[src/rtl/sysid_arb_pkg.sv]
// Shared types and width helpers for the sysid read arbiter.
package sysid_arb_pkg;

  typedef enum logic [1:0] {
    IDLE  = 2'd0,
    ISSUE = 2'd1,
    WAIT  = 2'd2,
    RESP  = 2'd3
  } state_t;

  // Bits needed to index 'value' distinct items, never less than one.
  function automatic int clog2(input int value);
    int r;
    r = 0;
    while ((1 << r) < value) r++;
    return (r < 1) ? 1 : r;
  endfunction

  localparam int MAX_SLAVE_LATENCY = 7;
  localparam int LAT_W             = clog2(MAX_SLAVE_LATENCY + 1);

endpackage

[src/rtl/sysid_arbiter_if.sv]
// Requester-side and slave-side Avalon-MM read signals of the sysid arbiter.
interface sysid_arbiter_if #(
  parameter int NUM_REQ = 4,
  parameter int ADDR_W  = 1,
  parameter int DATA_W  = 32
);
  // Handshake: a requester raises req_read[i] with req_address and holds both
  // until a rising edge where req_waitrequest[i] is low; that edge accepts the
  // read. The result returns later as a one-cycle req_readdatavalid[i] pulse
  // with req_readdata. The slave answers combinationally without stalling.
  logic [NUM_REQ-1:0]        req_read;
  logic [NUM_REQ*ADDR_W-1:0] req_address;
  logic [NUM_REQ-1:0]        req_waitrequest;
  logic [DATA_W-1:0]         req_readdata;
  logic [NUM_REQ-1:0]        req_readdatavalid;
  logic                      slv_read;
  logic [ADDR_W-1:0]         slv_address;
  logic [DATA_W-1:0]         slv_readdata;

  modport slave (
    input  req_read, req_address, slv_readdata,
    output req_waitrequest, req_readdata, req_readdatavalid, slv_read, slv_address
  );

  modport master (
    output req_read, req_address, slv_readdata,
    input  req_waitrequest, req_readdata, req_readdatavalid, slv_read, slv_address
  );
endinterface

[src/rtl/sysid_rr_picker.sv]
// Combinational round-robin first-one finder starting just after rr_ptr.
module sysid_rr_picker
  import sysid_arb_pkg::*;
#(
  parameter int NUM_REQ = 4,
  parameter int IDX_W   = 2
) (
  input  logic [NUM_REQ-1:0] req,
  input  logic [IDX_W-1:0]   rr_ptr,
  output logic [IDX_W-1:0]   grant,
  output logic               any_req
);

  always_comb begin
    logic [IDX_W-1:0] idx;
    grant   = '0;
    any_req = 1'b0;
    idx     = '0;
    for (int k = 1; k <= NUM_REQ; k++) begin
      idx = IDX_W'((int'(rr_ptr) + k) % NUM_REQ);
      if (!any_req && req[idx]) begin
        any_req = 1'b1;
        grant   = idx;
      end
    end
  end

endmodule

[src/rtl/sysid_arbiter.sv]
// Round-robin arbiter sharing one sysid slave between NUM_REQ read masters.
// Optional read cache enabled by defining SYSID_ARB_CACHE_EN.
module sysid_arbiter
  import sysid_arb_pkg::*;
#(
  parameter int NUM_REQ       = 4,
  parameter int ADDR_W        = 1,
  parameter int DATA_W        = 32,
  parameter int SLAVE_LATENCY = 1
) (
  input  logic           clock,
  input  logic           reset,
  sysid_arbiter_if.slave bus,
  output state_t         state_dbg
);

  localparam int               IDX_W    = clog2(NUM_REQ);
  localparam logic [LAT_W-1:0] LAT_LOAD = LAT_W'(SLAVE_LATENCY - 1);

  state_t             state;
  logic [IDX_W-1:0]   rr_ptr;
  logic [IDX_W-1:0]   grant;
  logic [IDX_W-1:0]   pick;
  logic               any_req;
  logic [ADDR_W-1:0]  pick_addr;
  logic [ADDR_W-1:0]  addr_q;
  logic               hit_q;
  logic               hit_now;
  logic [LAT_W-1:0]   lat_cnt;
  logic               slv_read_q;
  logic [DATA_W-1:0]  readdata_q;
  logic [NUM_REQ-1:0] rdv_q;
  logic [DATA_W-1:0]  wait_data;

  sysid_rr_picker #(.NUM_REQ(NUM_REQ), .IDX_W(IDX_W)) u_picker (
    .req     (bus.req_read),
    .rr_ptr  (rr_ptr),
    .grant   (pick),
    .any_req (any_req)
  );

  assign pick_addr = bus.req_address[pick*ADDR_W +: ADDR_W];

`ifdef SYSID_ARB_CACHE_EN
  logic [DATA_W-1:0]      cache_data [2**ADDR_W];
  logic [2**ADDR_W-1:0]   cache_vld;

  assign hit_now   = cache_vld[pick_addr];
  assign wait_data = hit_q ? cache_data[addr_q] : bus.slv_readdata;

  always_ff @(posedge clock) begin
    if (reset) begin
      cache_vld <= '0;
    end else if (state == WAIT && !hit_q && lat_cnt == '0) begin
      cache_vld[addr_q]  <= 1'b1;
      cache_data[addr_q] <= bus.slv_readdata;
    end
  end
`else
  assign hit_now   = 1'b0;
  assign wait_data = bus.slv_readdata;
`endif

  // Only the granted requester sees its stall released, and only in ISSUE.
  always_comb begin
    bus.req_waitrequest = '1;
    if (state == ISSUE) bus.req_waitrequest[grant] = 1'b0;
  end

  always_ff @(posedge clock) begin
    if (reset) begin
      state      <= IDLE;
      rr_ptr     <= IDX_W'(NUM_REQ - 1);
      grant      <= '0;
      addr_q     <= '0;
      hit_q      <= 1'b0;
      lat_cnt    <= '0;
      slv_read_q <= 1'b0;
      readdata_q <= '0;
      rdv_q      <= '0;
    end else begin
      case (state)
        IDLE: if (any_req) begin
          grant      <= pick;
          addr_q     <= pick_addr;
          hit_q      <= hit_now;
          slv_read_q <= !hit_now;
          state      <= ISSUE;
        end
        ISSUE: begin
          if (!bus.req_read[grant]) begin
            // Read withdrawn before acceptance: drop it, pointer untouched.
            slv_read_q <= 1'b0;
            state      <= IDLE;
          end else begin
            // A cache hit spends a single WAIT cycle reading local storage.
            lat_cnt <= hit_q ? '0 : LAT_LOAD;
            state   <= WAIT;
          end
        end
        WAIT: begin
          if (lat_cnt == '0) begin
            readdata_q <= wait_data;
            rdv_q      <= NUM_REQ'(1) << grant;
            slv_read_q <= 1'b0;
            state      <= RESP;
          end else begin
            lat_cnt <= lat_cnt - 1'b1;
          end
        end
        RESP: begin
          rdv_q  <= '0;
          rr_ptr <= grant;
          state  <= IDLE;
        end
        default: state <= IDLE;
      endcase
    end
  end

  assign bus.slv_read          = slv_read_q;
  assign bus.slv_address       = addr_q;
  assign bus.req_readdata      = readdata_q;
  assign bus.req_readdatavalid = rdv_q;
  assign state_dbg             = state;

endmodule

[src/flat_wrapper.sv]
// flat-port wrapper written by rule: the top's interface ports become plain ports
module sysid_arbiter_flat import sysid_arb_pkg::*;
#(
  parameter int NUM_REQ       = 4,
  parameter int ADDR_W        = 1,
  parameter int DATA_W        = 32,
  parameter int SLAVE_LATENCY = 1
)
  (clock, reset, state_dbg, bus_req_read, bus_req_address, bus_slv_readdata, bus_req_waitrequest, bus_req_readdata, bus_req_readdatavalid, bus_slv_read, bus_slv_address);
  sysid_arbiter_if #(.NUM_REQ(NUM_REQ), .ADDR_W(ADDR_W), .DATA_W(DATA_W)) bus_i ();
  input  logic clock;
  input  logic reset;
  output state_t state_dbg;
  input wire logic [$bits(bus_i.req_read)-1:0] bus_req_read;
  input wire logic [$bits(bus_i.req_address)-1:0] bus_req_address;
  input wire logic [$bits(bus_i.slv_readdata)-1:0] bus_slv_readdata;
  output wire logic [$bits(bus_i.req_waitrequest)-1:0] bus_req_waitrequest;
  output wire logic [$bits(bus_i.req_readdata)-1:0] bus_req_readdata;
  output wire logic [$bits(bus_i.req_readdatavalid)-1:0] bus_req_readdatavalid;
  output wire logic [$bits(bus_i.slv_read)-1:0] bus_slv_read;
  output wire logic [$bits(bus_i.slv_address)-1:0] bus_slv_address;
  assign bus_i.req_read = bus_req_read;
  assign bus_i.req_address = bus_req_address;
  assign bus_i.slv_readdata = bus_slv_readdata;
  assign bus_req_waitrequest = bus_i.req_waitrequest;
  assign bus_req_readdata = bus_i.req_readdata;
  assign bus_req_readdatavalid = bus_i.req_readdatavalid;
  assign bus_slv_read = bus_i.slv_read;
  assign bus_slv_address = bus_i.slv_address;
  sysid_arbiter #(.NUM_REQ(NUM_REQ), .ADDR_W(ADDR_W), .DATA_W(DATA_W), .SLAVE_LATENCY(SLAVE_LATENCY)) u_core (.clock(clock), .reset(reset), .bus(bus_i), .state_dbg(state_dbg));
endmodule
[config.mk]
export PLATFORM = sky130hd
export DESIGN_NAME = sysid_arbiter_flat
export DESIGN_NICKNAME = d
export VERILOG_FILES = /design/src/rtl/sysid_arb_pkg.sv /design/src/rtl/sysid_arbiter_if.sv /design/src/rtl/sysid_rr_picker.sv /design/src/rtl/sysid_arbiter.sv /design/src/flat_wrapper.sv
export SDC_FILE = /design/constraint.sdc
export NUM_CORES = 1
export LEC_CHECK = 0
export CORE_ASPECT_RATIO = 1.25
export CORE_MARGIN = 8
export CORE_UTILIZATION = 45
export DETAILED_ROUTE_END_ITERATION = 10
export PLACE_DENSITY = 0.81
export SLEW_MARGIN = 20
export SYNTH_ARGS = -nofsm -noshare
export SYNTH_HDL_FRONTEND = slang
export SYNTH_SLANG_ARGS = --single-unit
[constraint.sdc]
create_clock -name clock -period 4.2 [get_ports clock]
set_input_delay 0.84 -clock clock [delete_from_list [all_inputs] [get_ports clock]]
set_output_delay 0.84 -clock clock [all_outputs]
set_load 0.005 [all_outputs]
; ---- After elaboration in Yosys (flattened, before gate mapping)
; Index checks and enable logic that the tools add are counted.
; Widths: inputs -> output; s select.
[op_classes]
addsub = 5
order_cmp = 6
reduce_logical = 18
mux = 34
shifts = 2
bitwise = 1
n_eq_ne = 8
[ops]
columns = op, n
row1 = $lt 2x3->1 const B, 5
row2 = $mux 2, 7
row3 = $mux 1, 13
row4 = $bmux 1 s2, 5
row5 = $mux 4, 2
row6 = $pmux 2 s4, 1
row7 = $pmux 4 s2, 1
row8 = $reduce_and 2->1, 4
row9 = $mux 3, 2
row10 = $ne 2x2->1 const B, 3
row11 = $pmux 3 s2, 1
row12 = $add 2x1->2 const B, 2
row13 = $add 2x2->2 const B, 2
row14 = $eq 2x2->1 const B, 2
row15 = $logic_and 1x1->1, 4
row16 = $ne 2x1->1 const B, 2
row17 = $not 4->4, 1
row18 = $reduce_and 4->1, 1
row19 = $reduce_bool 2->1, 2
row20 = $shiftx 4x3->1, 1
row21 = $shl 1x2->4 const A, 1
row22 = $logic_not 1->1, 3
row23 = $logic_not 3->1, 1
row24 = $pmux 1 s3, 1
row25 = other kinds (7), 7
[word_totals]
in_bits = 42
out_inout_bits = 44
register_bits = 47
word_cells = 82

; ---- Longest topological paths before layout
; Gate-level depths: netlist (run 1).
[logic_depth]
word_depth = 15
depth_mapped = 8
depth_no_buf = 7

; ---- Cells and area by module
; Synthesis (run 1) repeated with hierarchy kept, for this count alone.
[unflattened]
hier_cells = 254
area_unflattened_um2 = 2029.4
[by_module_without_submodules]
columns = module, seq_area_each_um2, area_per_inst_um2, cells_per_inst, n_inst
row1 = sysid_arbiter, 940.9, 1938.1, 240, 1
row2 = sysid_rr_picker, 0.0, 91.3, 14, 1

; ---- Worst setup path after synthesis (run 1)
; OpenSTA, ideal clock, no wires.
[synth_path]
path_kind = register to output
start = register u_core.state[0] (netlist: u_core.state_dbg[0])
end = output bus_req_waitrequest[0]
t_required_ps = 3360
setup_slack_ps = 2249
path_stages_with_launch = 4
arrival_ps = 1111
n_path_buf = 0
cell_sequence = dfxtp_1 -> ha_1 -> inv_1 -> or3_1
[synth_between]
elab_chain_cells = 2
[synth_lines]
columns = item, line_no
row1 = from (decl), sysid_arbiter.sv:20  ; state_t state;
row2 = from (signal assigned), sysid_arbiter.sv:72  ; state <= IDLE;
row3 = from (signal assigned), sysid_arbiter.sv:88  ; state <= ISSUE;
row4 = from (signal assigned), sysid_arbiter.sv:94  ; state <= IDLE;
row5 = $eq 2x1->1, sysid_arbiter.sv:67  ; if (state == ISSUE) bus.req_waitrequest[grant] = 1'b0;
row6 = $mux 4, sysid_arbiter.sv:67
row7 = to (decl), flat_wrapper.sv:17  ; output wire logic [$bits(bus_i.req_waitrequest)-1:0] bus_req_waitrequest;
; Every way passes these cells.

; ---- Worst setup path in the final report (run 1)
; Same ends and word-level chain as after synthesis.

==> results of run 1 <==
## how the worst min path moves through the flow
stage	from	slack (ns)	end	cells after the start
6_report	u_core.bus.req_readdata[9]	0.45	u_core.bus.req_readdata[9]	2
5_1_grt	u_core.bus.req_readdata[29]	0.47	u_core.bus.req_readdata[29]	2
4_1_cts	u_core.bus.req_readdata[9]	0.46	u_core.bus.req_readdata[9]	2
3_5_place_dp	u_core.bus.req_readdata[27]	0.45	u_core.bus.req_readdata[27]	2
3_3_place_gp	u_core.bus.req_readdata[21]	0.44	u_core.bus.req_readdata[21]	2
2_1_floorplan	u_core.bus.req_readdata[0]	0.45	u_core.bus.req_readdata[0]	2
## final cells by class
cell class / instances / share of cell area (%)
Multi-Input combinational cell: 179 / 32.2
Tap cell: 58 / 2.40
Inverter: 11 / 1.36
Sequential cell: 47 / 31.1
Clock inverter: 2 / 1.98
Clock buffer: 6 / 2.40
Timing Repair Buffer: 87 / 28.6
## cell families after synthesis
family / Yosys count
and+or+nand+nor: 109
AOI/OAI and AO/OA: 57
DFF: 47
buffers and inverters: 27
adders and majority gates: 7
muxes: 6
## cells in the final DEF, fill, tap and decap left out, drive strengths merged, types with 4 or more instances in the layout
cell	n
nand2	73
nand2b	4
dfxtp	47
nor2b	4
mux2i	5
inv	11
ha	7
nor2	11
nor3	6
o21ai	5
a21oi	40
clkdlybuf4s50	85
clkbuf	6
## power groups by stage
stage                     clock network (W)   logic, W  registers [W]
after floorplan                           0  0.0000654       0.000477
after CTS                          0.000394   0.000141       0.000471
after global placement                    0   0.000138       0.000481
after global routing               0.000407   0.000152       0.000473
final                              0.000382   0.000139       0.000471
after detailed placement                  0   0.000139       0.000482
## layer usage
metal / track usage (%) / vias to the layer above / routed length, um
met3: 5.38 / 4 / 327
li1: - / 993 / -
met5: 0 / - / 0
met2: 27.2 / 40 / 2840
met1: 14.6 / 869 / 2040
met4: 5.90 / 0 / 57
## state kept, by name, summed over array words and instances (netlist names), named ones only
register                      flops
u_core.bus.slv_address            1
u_core.bus.req_readdata          32
u_core.lat_cnt                    3
u_core.rr_ptr                     2
u_core.bus.req_readdatavalid      4
u_core.state_dbg                  1
u_core.bus.slv_read               1
u_core.grant                      2
## critical path: cells and delay by family (launching register included)
family	cells	cell delay [ns]
DFF	1	0.47
adders and majority gates	1	0.30
and+or+nand+nor	1	0.31
buffers and inverters	2	0.56
## per-stage QoR
stage	utilization (%)	power [W]
after floorplan	-	0.000543
after global placement	66.4	0.000619
after detailed placement	66.4	0.000621
after CTS	69.5	0.00101
after global routing	69.5	0.00103
final	69.5	0.000992
==> run metrics, run 1 <==
pre-CTS setup slack=1.73 ns; mux contribution to synthesized area=3.59%; area leader, netlist=dfxtp_1; grt ovf=0; most common library cells after synthesis=73 x nand2_1, 47 x dfxtp_1, 39 x a21oi_1; ys async rst share=0%; Net Switching=0.000214 W; largest net degree at the start of global routing=33; Pre-antenna DRT Iters=4; drt initial violations=91; arrival time worst endpoint=~1.9 ns; Synth Register Bits=47; post-synth cell types=35; reg-to-reg slack, setup=2.03 ns; Die Wd=approximately 76 um; internal power=roughly 0.0008 W; Starting Density=46.4%; worst hold path type=flop to flop; FF-to-FF Start=u_core.state_dbg[0]; die footprint=about 0.0069 sq mm; Synth Area in XOR/XNOR=0%; Least-Margin Pin Slew=0.693 ns; Post-synth EDFFs=0; setup violators final=0; cell breakdown of the critical path=ha_1 -> inv_1 -> or3_1 -> clkdlybuf4s50_1; Peak Freq=362 MHz; clock sinks=47; global-route wire length before repair=8.59 mm; CTS tree=built; Crit. End Element=primary output; sequential power share=47.5%; Routed wire per std cell=about 14 um; worst skew pair latency=around 0.30 ns; Gate power share=14.0%; Worst Setup SP=u_core.state_dbg[0]; Leak=~1.1 nW; top-area cell type share of the netlist area=46.6%; storage element area=approximately 940 sq um; Ys Warns=0; clock share of power=38.5%; Total GRT Usage=14.8%; post-route cell area=0.00303 sq mm; cts bufs inserted=5; drt drc=0; maxcap violations=0; Post-CTS Resized=0; io pins=86; crit-path max cell delay=about 0.47 ns; HPWL after detailed placement=3.95 mm; Die Y-Extent=90.9 um; vias per inst=4.89; Placed Area=~0.0029 sq mm; worst hold slack=0.455 ns; postcts setup bufs=0; Adder-Cell Fraction of Synth Area=4.33%; root buf cell=clkbuf_8; Routed WL=roughly 5.3 mm; initial antenna violation count=0; Setup CP Type=flop to primary output; Multi-input gate area=roughly 970 sq um; count leader, synth=nand2_1; CP startpoint kind=flop; Post-Syn Nets=302; setup TNS=0 ns; site row count=27; worst flop-to-flop path endpoint=u_core.bus.req_readdata[28]; Area Overhead vs Synth=49.8%; routability cong.=0.788; Post-Syn Area per Cell=7.99 sq um; Seq/Total Area, Yosys=46.6%; Clock Path Buffers=2; Total Nets Final=380; Post-Syn Instances=253; slowest CP cell=dfxtp_1; Req. time, crit path=3.36 ns; relative slew slack=53.7%; Sw Share=between 20% and 30%; status=complete, no violations; peak fanout along the critical path=8; Slew Limit Fails=0; CP endpoint=bus_req_waitrequest[0]; via count=1,906; Simple-Gate Fraction of Synth Area=23.3%; # hold bufs at CTS=0; dpl cells=382; Core Region=between 0.004 and 0.005 sq mm; IO Port Bufs=85; clk_skew=0.0124 ns; Synth Cell Area=0.00202 sq mm; Ant. Diodes=0; clock slew at reported path FFs=0.08 ns; min Tclk post-route=between 2 and 3 ns; Setup WS post-layout=1.44 ns; Synth Area in Compound Gates=between 10% and 20%; maximum vdd ir drop=261 uV; RSZ-0062 raised after global routing=false; largest cells by area after synthesis=dfxtp_1 47%, nand2_1 14%, a21oi_1 9.7%; Main synth FF type=dfxtp_1; Post-Layout Cell Count=between 300 and 400; largest family of logic cells by synthesized area=simple AND/OR/NAND/NOR gates; Pwr per Cell Area=328 mW/mm^2; filler cell count in the final layout=361; final worst path period share=65.8%; Hold Fails Final Rpt=0; worst-case reg-to-reg path depth=7; layout cells sized above 1=4.52%; H-Tree Depth=2; vias in the first global route=1,890; post-route ant nets=0
Power figures use the tool's default switching activity.
==> inputs of run 2 (changes only) <==
--- a/config.mk
+++ b/config.mk
@@ -7,9 +7,9 @@
 export LEC_CHECK = 0
 export CORE_ASPECT_RATIO = 1.25
 export CORE_MARGIN = 8
-export CORE_UTILIZATION = 45
+export CORE_UTILIZATION = 42
 export DETAILED_ROUTE_END_ITERATION = 10
-export PLACE_DENSITY = 0.81
+export PLACE_DENSITY = 0.76
 export SLEW_MARGIN = 20
 export SYNTH_ARGS = -nofsm -noshare
 export SYNTH_HDL_FRONTEND = slang
==> constraint.sdc (replaced) <==
create_clock -name clock -period 2.78 [get_ports clock]
set_input_delay 0.556 -clock clock [delete_from_list [all_inputs] [get_ports clock]]
set_output_delay 0.556 -clock clock [all_outputs]
set_load 0.005 [all_outputs]
==> run metrics, run 2 (synthesis results as in run 1) <==
clock slew at reported path FFs=0.09 ns; clock sinks=47; Leak=1.09 nW; Setup CP Type=flop to primary output; drt drc=0; slowest CP cell=dfxtp_1; cell breakdown of the critical path=ha_1 -> inv_1 -> or3_1 -> clkdlybuf4s50_1; Die Y-Extent=about 94 um; Post-Layout Cell Count=393; H-Tree Depth=2; initial antenna violation count=0; Starting Density=43.0%; Die Wd=78.0 um; maxcap violations=0; Req. time, crit path=2.22 ns; site row count=28; Pre-antenna DRT Iters=4; setup TNS=0 ns; arrival time worst endpoint=1.94 ns; postcts setup bufs=0; FF-to-FF Start=u_core.state_dbg[0]; io pins=between 80 and 90; post-route ant nets=0; final worst path period share=between 80% and 90%; leading cell types in the layout, fill and taps excluded=85 x clkdlybuf4s50_1, 73 x nand2_1, 47 x dfxtp_1; worst skew pair latency=0.30 ns; worst hold path type=flop to flop; routability cong.=0.734; # hold bufs at CTS=0; clk_skew=about 0.013 ns; global-route wire length before repair=8.96 mm; IO Port Bufs=85; worst hold slack=0.454 ns; Crit. End Element=primary output; Hold Fails Final Rpt=0; hold depth=2; worst flop-to-flop path endpoint=u_core.bus.req_readdata[2]; die footprint=0.00730 sq mm; vias per inst=4.94; hold_sp=u_core.bus.req_readdata[7]; Routed wire per std cell=13.5 um; Area Overhead vs Synth=49.3%; cts bufs inserted=5; Total GRT Usage=14.8%; Total Nets Final=381; peak fanout along the critical path=8; CTS tree=built; max reg flops=32; min Tclk post-route=2.50 ns; reg-to-reg slack, setup=0.78 ns; status=complete, no violations; pre-CTS setup slack=0.526 ns; Clock Path Buffers=2; layout cells sized above 1=5.11%; Slew Limit Fails=0; largest net degree at the start of global routing=33; setup violators final=0; via count=1,943; utilization after layout=64.3%; root buf cell=clkbuf_8; worst-case reg-to-reg path depth=7; drt initial violations=114; Setup WS post-layout=0.279 ns; CP startpoint kind=flop; HPWL after detailed placement=4.08 mm; leading cell type in the layout, fill and taps excluded=clkdlybuf4s50_1; Core Region=0.00469 sq mm; relative slew slack=61.1%; maximum vdd ir drop=401 uV; Least-Margin Pin Slew=0.583 ns; Pwr per Cell Area=471 mW/mm^2; WHS Endpoint=u_core.bus.req_readdata[7]; Ant. Diodes=0; crit-path max cell delay=0.48 ns; RSZ-0062 raised after global routing=false; Peak Freq=about 400 MHz; Post-CTS Resized=0; filler cell count in the final layout=~430; vias in the first global route=roughly 2,000; grt ovf=0; dpl cells=385; Routed WL=5.31 mm
==> run 2: cell count changes in the layout (fill, tap and decap cells not counted), sizes merged <==
cell | before | now
buf | 2 | 3
clkbuf | 6 | 5
bufinv | 2 | 1
clkinv | 0 | 2
==> run 2: layout make-up <==
class,count,area (sq um),share of cell area (%)
repair buffers,88,873,28.9
clock inverters,3,43.8,1.45
inverters,11,41.3,1.37
multi-input cells,179,975,32.3
clock buffers,5,68.8,2.28
flip-flops and latches,47,941,31.2
well taps,60,75.1,2.49
==> run 2: critical path, delay by kind of cell, from the launching register on <==
| family | cells | cell delay, ns |
|---|---|---|
| buffers and inverters | 2 | 0.56 |
| flip-flops | 1 | 0.48 |
| AND/OR/NAND/NOR | 1 | 0.31 |
| adder cells (fa/ha/maj) | 1 | 0.30 |
==> run 2: worst max-delay path by stage <==
| stage | to | cells after the start | startpoint | slack, ns |
|---|---|---|---|---|
| after floorplan | bus_req_waitrequest[0] | 3 | u_core.state_dbg[0] | 1.11 |
| after global placement | u_core.lat_cnt[1] | 6 | bus_req_read[1] | 0.60 |
| after detailed placement | u_core.bus.req_readdata[31] | 5 | flop | 0.53 |
| after CTS | bus_req_waitrequest[0] | 4 | u_core.state_dbg[0] | 0.26 |
| after global routing | bus_req_waitrequest[0] | 4 | u_core.state_dbg[0] | 0.12 |
| final | bus_req_waitrequest[0] | 4 | u_core.state_dbg[0] | 0.28 |
==> run 2: where the power goes <==
group	total, W	internal (W)	switching, W
Combinational	0.000211	0.000125	0.0000868
Sequential	0.000712	0.000692	0.0000197
Clock	0.000497	0.000268	0.000229
Total	0.00142	0.00108	0.000336
==> run 2: per-stage QoR <==
step / total power, W / instance area [sq um]
floorplan: 0.000820 / 2020
global placement: 0.000937 / 2900
detailed placement: 0.000941 / 2900
CTS: 0.00144 / 3020
global route: 0.00149 / 3020
finish: 0.00142 / 3020
==> run 2: per-layer routing <==
metal  routed length (um)  track usage [%]
met1                 2060             14.6
met2                 2800             27.0
met3                  362             5.57
met4                   87             6.35
met5                    0                0
==> inputs of run 3 (changes only) <==
--- a/config.mk
+++ b/config.mk
@@ -10,6 +10,7 @@
 export CORE_UTILIZATION = 42
 export DETAILED_ROUTE_END_ITERATION = 10
 export PLACE_DENSITY = 0.76
+export SETUP_SLACK_MARGIN = 0.1
 export SLEW_MARGIN = 20
 export SYNTH_ARGS = -nofsm -noshare
 export SYNTH_HDL_FRONTEND = slang
==> results of run 3 <==
No change in the layout: final DEF, timing and power equal those of run 2.
==> RTL change 1: new RTL, settings of run 1 <==
`DATA_W` is set to 32 in 3 places; all go to 28.
--- a/src/rtl/sysid_arbiter_if.sv
+++ b/src/rtl/sysid_arbiter_if.sv
@@ -3,5 +3,5 @@
   parameter int NUM_REQ = 4,
   parameter int ADDR_W  = 1,
-  parameter int DATA_W  = 32
+  parameter int DATA_W  = 28
 );
   // Handshake: a requester raises req_read[i] with req_address and holds both
--- a/src/rtl/sysid_arbiter.sv
+++ b/src/rtl/sysid_arbiter.sv
@@ -6,5 +6,5 @@
   parameter int NUM_REQ       = 4,
   parameter int ADDR_W        = 1,
-  parameter int DATA_W        = 32,
+  parameter int DATA_W        = 28,
   parameter int SLAVE_LATENCY = 1
 ) (
--- a/src/flat_wrapper.sv
+++ b/src/flat_wrapper.sv
@@ -4,5 +4,5 @@
   parameter int NUM_REQ       = 4,
   parameter int ADDR_W        = 1,
-  parameter int DATA_W        = 32,
+  parameter int DATA_W        = 28,
   parameter int SLAVE_LATENCY = 1
 )
Ports: changed (resized bus_req_readdata and bus_slv_readdata); port bits go from 86 to 78. No check against the original RTL was run, so the function may have changed too.
==> RTL change 1 against run 1 <==
Routed wire length decreased by 12%. Utilization decreased by 1.4 points. Final area shrank 9.3%. Setup slack lost 0.066 ns. Sequential cell count shrank 4. Area after synthesis fell by 8.2%. Count of clock-buffer cells in the layout shrank 1. Total power down 17%. Largest power group unchanged.
==> RTL change 1: results (changes against run 1) <==
Non-clock buffers: 79 (-9.2%)
max FFs per register: 28 (-13%)
Distinct cells, synth: 31 (-11%)
fin crit period: 2.83 ns (+0.0660 ns)
vias in the first global route: 1,788 (-5.4%)
Yosys reg bits: 43 (-8.5%)
Routed WL per cell: 12.9 microns (-4.2%)
Synth area leaders: dfxtp_1 46%, nand2_1 13%, a21oi_1 9.4%, ha_1 4.7%, mux2i_1 2.7%
Worst Min Path Start: u_core.bus.req_readdata[7]
Worst IR Drop VDD: 0.210 mV (-19%)
WHS: 0.455 ns (-0.0000960 ns)
Filler Cell Count: 385 (+6.6%)
Critical Path End: bus_req_waitrequest[1]
largest net degree at the start of global routing: 42 (+27%)
fraction of area in multi-input gates: 32.9% (+0.73 points)
comb_multi_in: 162 (-9.5%)
Tightest Pin Transition: 0.959 ns (+0.267 ns)
post-synthesis sequential area ratio: 46.4% (-0.17 points)
WL final: 4.64 mm (-12%)
r2r worst-path depth: 6 (-1)
post-detail-place hpwl: 3.48 mm (-12%)
vias per cell: 4.95 (+1.3%)
status: completed
I/O Buffers: 77 (-9.4%)
Worst Hold End: u_core.bus.req_readdata[7]
clk_lat worst skew: 0.29 ns
storage element area: 861 sq um (-8.5%)
FF-to-FF setup slack: 2.08 ns (+0.05 ns)
1st-iter DRT viols: 62 (-32%)
reg2reg end: u_core.bus.req_readdata[11]
CP arrival: 1.99 ns (+0.07 ns)
layout cells sized above 1: 5.96% (+1.4 points)
all-layer global routing usage: 14.7% (-0.12 points)
Setup Skew: 0.00864 ns (-0.00373 ns)
first-pass GRT wire length: 7.62 mm (-11%)
placed cell count: 350 (-8.4%)
Synth top cells by count: 64 x nand2_1, 43 x dfxtp_1, 35 x a21oi_1
buffering overhead: 28.6% (about the same)
Synthesized Nets: 271 (-10%)
Final clock-cell share: 3.23% (-1.1 points)
DIE AREA: 0.00645 sq mm (-6.6%)
## RTL change 1: changes by cell type after synthesis, sizes merged, moves of 2 or more
cell / change
nand3b: -2
o21ai: -2
clkbuf: -5
dfxtp: -4
a21oi: -5
nand2: -9
nor3: -2
## RTL change 1: cells by family after synthesis
group / Yosys count / share of synthesized area, %
AO/OA/AOI/OAI: 51 / 17.1
adder cells (fa/ha/maj): 7 / 4.72
buffers and inverters: 21 / 4.86
flip-flops: 43 / 46.4
multiplexers: 6 / 3.91
AND/OR/NAND/NOR: 98 / 23.0
## RTL change 1: where the power goes
part	internal, mW	leakage, nW	switching (mW)
clock	0.116	0.0402	0.141
sequential	0.419	0.348	0.0113
combinational	0.0765	0.586	0.0542
## RTL change 1: routing by layer
metal	GRT usage (%)	share of wire, %
met5	0	0
met4	5.10	0.99
met1	14.3	40
met3	5.38	7.2
met2	27.5	52
==> RTL change 2: new RTL, config.mk and constraints of run 1 <==
Made on the original files. Register the output `state_dbg` once more; this adds one clock of latency there. The other outputs are not delayed to match.
--- a/src/rtl/sysid_arbiter.sv
+++ b/src/rtl/sysid_arbiter.sv
@@ -123,5 +123,7 @@
   assign bus.req_readdata      = readdata_q;
   assign bus.req_readdatavalid = rdv_q;
-  assign state_dbg             = state;
+  always_ff @(posedge clock) begin
+    state_dbg <= state;
+  end
 
 endmodule
Formal check against the unedited RTL: not equivalent (Yosys sat finds a counterexample within 4 cycles, from zero or initial values and one cycle with reset high).
==> RTL change 2 against run 1 <==
Final area shrank 0.33%. Non-clock buffer count is the same. Utilization shrank 1.3 points. Sequential cell count grew 2. Setup slack lost 0.071 ns. Area after synthesis grew 3.1%. Routed wire length grew 3.0%. Total power shrank 8.9%. Critical path type unchanged. Largest power group unchanged.
==> RTL change 2: results (changes against run 1) <==
area occupied by multi-input gates: 967 sq um (-0.77%)
Setup Skew: 0.00570 ns (-0.00667 ns)
antenna violations before repair: 0 (unchanged)
clk_lat worst skew: 0.29 ns
post-synthesis sequential area ratio: 47.1% (+0.52 points)
First-pass DRT Iterations: 6 (+2)
Rel. slew slack: 55.7% (+2.0 points)
Synth top cells by count: 72 x nand2_1, 49 x dfxtp_1, 39 x a21oi_1
all-layer global routing usage: 15.5% (+0.66 points)
Cell Area, Placed: 0.00293 sq mm (+1.2%)
vias in the first global route: 1,914 (+1.3%)
CP arrival: 2.00 ns (+0.08 ns)
post-detail-place hpwl: 4.04 mm (+2.3%)
number of nets in the layout: 381 (+0.26%)
I/O Buffers: 85 (unchanged)
first-pass GRT wire length: 9.05 mm (+5.3%)
1st-iter DRT viols: 63 (-31%)
Critical Path Start: u_core.state[0]
Routed WL per cell: 13.9 microns (+3.0%)
WHS: 0.431 ns (-0.0240 ns)
largest net degree at the start of global routing: 36 (+9.1%)
Synth area leaders: dfxtp_1 47%, nand2_1 13%, a21oi_1 9.4%, ha_1 4.2%, mux2i_1 2.4%
Reg clk slew, reported paths: 0.08 ns (about the same)
Routability Congestion: 0.825 (+4.7%)
Pleak: 1.08 nW (-0.56%)
vias per cell: 4.99 (+2.0%)
pre-CTS setup slack: 1.67 ns (-0.0643 ns)
layout cells sized above 1: 5.12% (+0.60 points)
Async SR Flop Fraction: 0% (unchanged)
status: completed
Distinct cells, synth: 37 (+5.7%)
Filler Cell Count: 355 (-1.7%)
Worst IR Drop VDD: 0.218 mV (-16%)
RTL change 2: path summary, 6_finish.rpt:
path,cells after the start,slack [ns],end
min reg2reg,0,0.43,u_core.state_dbg[1]
min,0,0.43,u_core.state_dbg[1]
max reg2reg,7,1.96,u_core.lat_cnt[0]
max,4,1.36,bus_req_waitrequest[0]
RTL change 2: power by group:
group / leakage [nW] / switching [mW] / internal (mW)
registers: 0.397 / 0.0124 / 0.479
logic: 0.642 / 0.0584 / 0.0821
clock network: 0.0443 / 0.141 / 0.131
total: 1.08 / 0.212 / 0.691
RTL change 2: cells by family after synthesis:
logic type               after synthesis  synth area share (%)
AO/OA/AOI/OAI                         57                  16.5
flip-flops                            49                  47.1
adder cells (fa/ha/maj)                7                  4.20
buffers and inverters                 27                  6.55
AND/OR/NAND/NOR                      107                  22.2
multiplexers                           6                  3.48
RTL change 2: layout make-up:
cell class	instances	area share, %
Sequential cell	49	32.5
Clock buffer	7	2.86
Tap cell	58	2.40
Inverter	12	1.49
Timing Repair Buffer	87	28.7
Multi-Input combinational cell	177	32.0
RTL change 2: through the flow:
stage / power, mW / instances
2_1_floorplan: 0.567 / 253
3_3_place_gp: 0.640 / 383
3_5_place_dp: 0.643 / 383
4_1_cts: 0.917 / 390
5_1_grt: 0.947 / 390
6_report: 0.904 / 390
RTL change 2: per-layer routing:
layer  up-vias  global-route usage (%)  part of all wire (%)
li1        998                       -                     -
met1       885                    16.0                    40
met2        58                    27.3                    50
met3         4                    6.15                   8.3
met4         0                    5.79                   1.5
met5         -                       0                     0
RTL change 2: worst register-to-register path, cell delays in order (launching register included):
cell,delay (ns)
dfxtp_1,0.46
inv_1,0.10
ha_1,0.27
and2b_2,0.24
nand2_2,0.50
or2b_2,0.37
a21oi_1,0.14
nor2_1,0.05
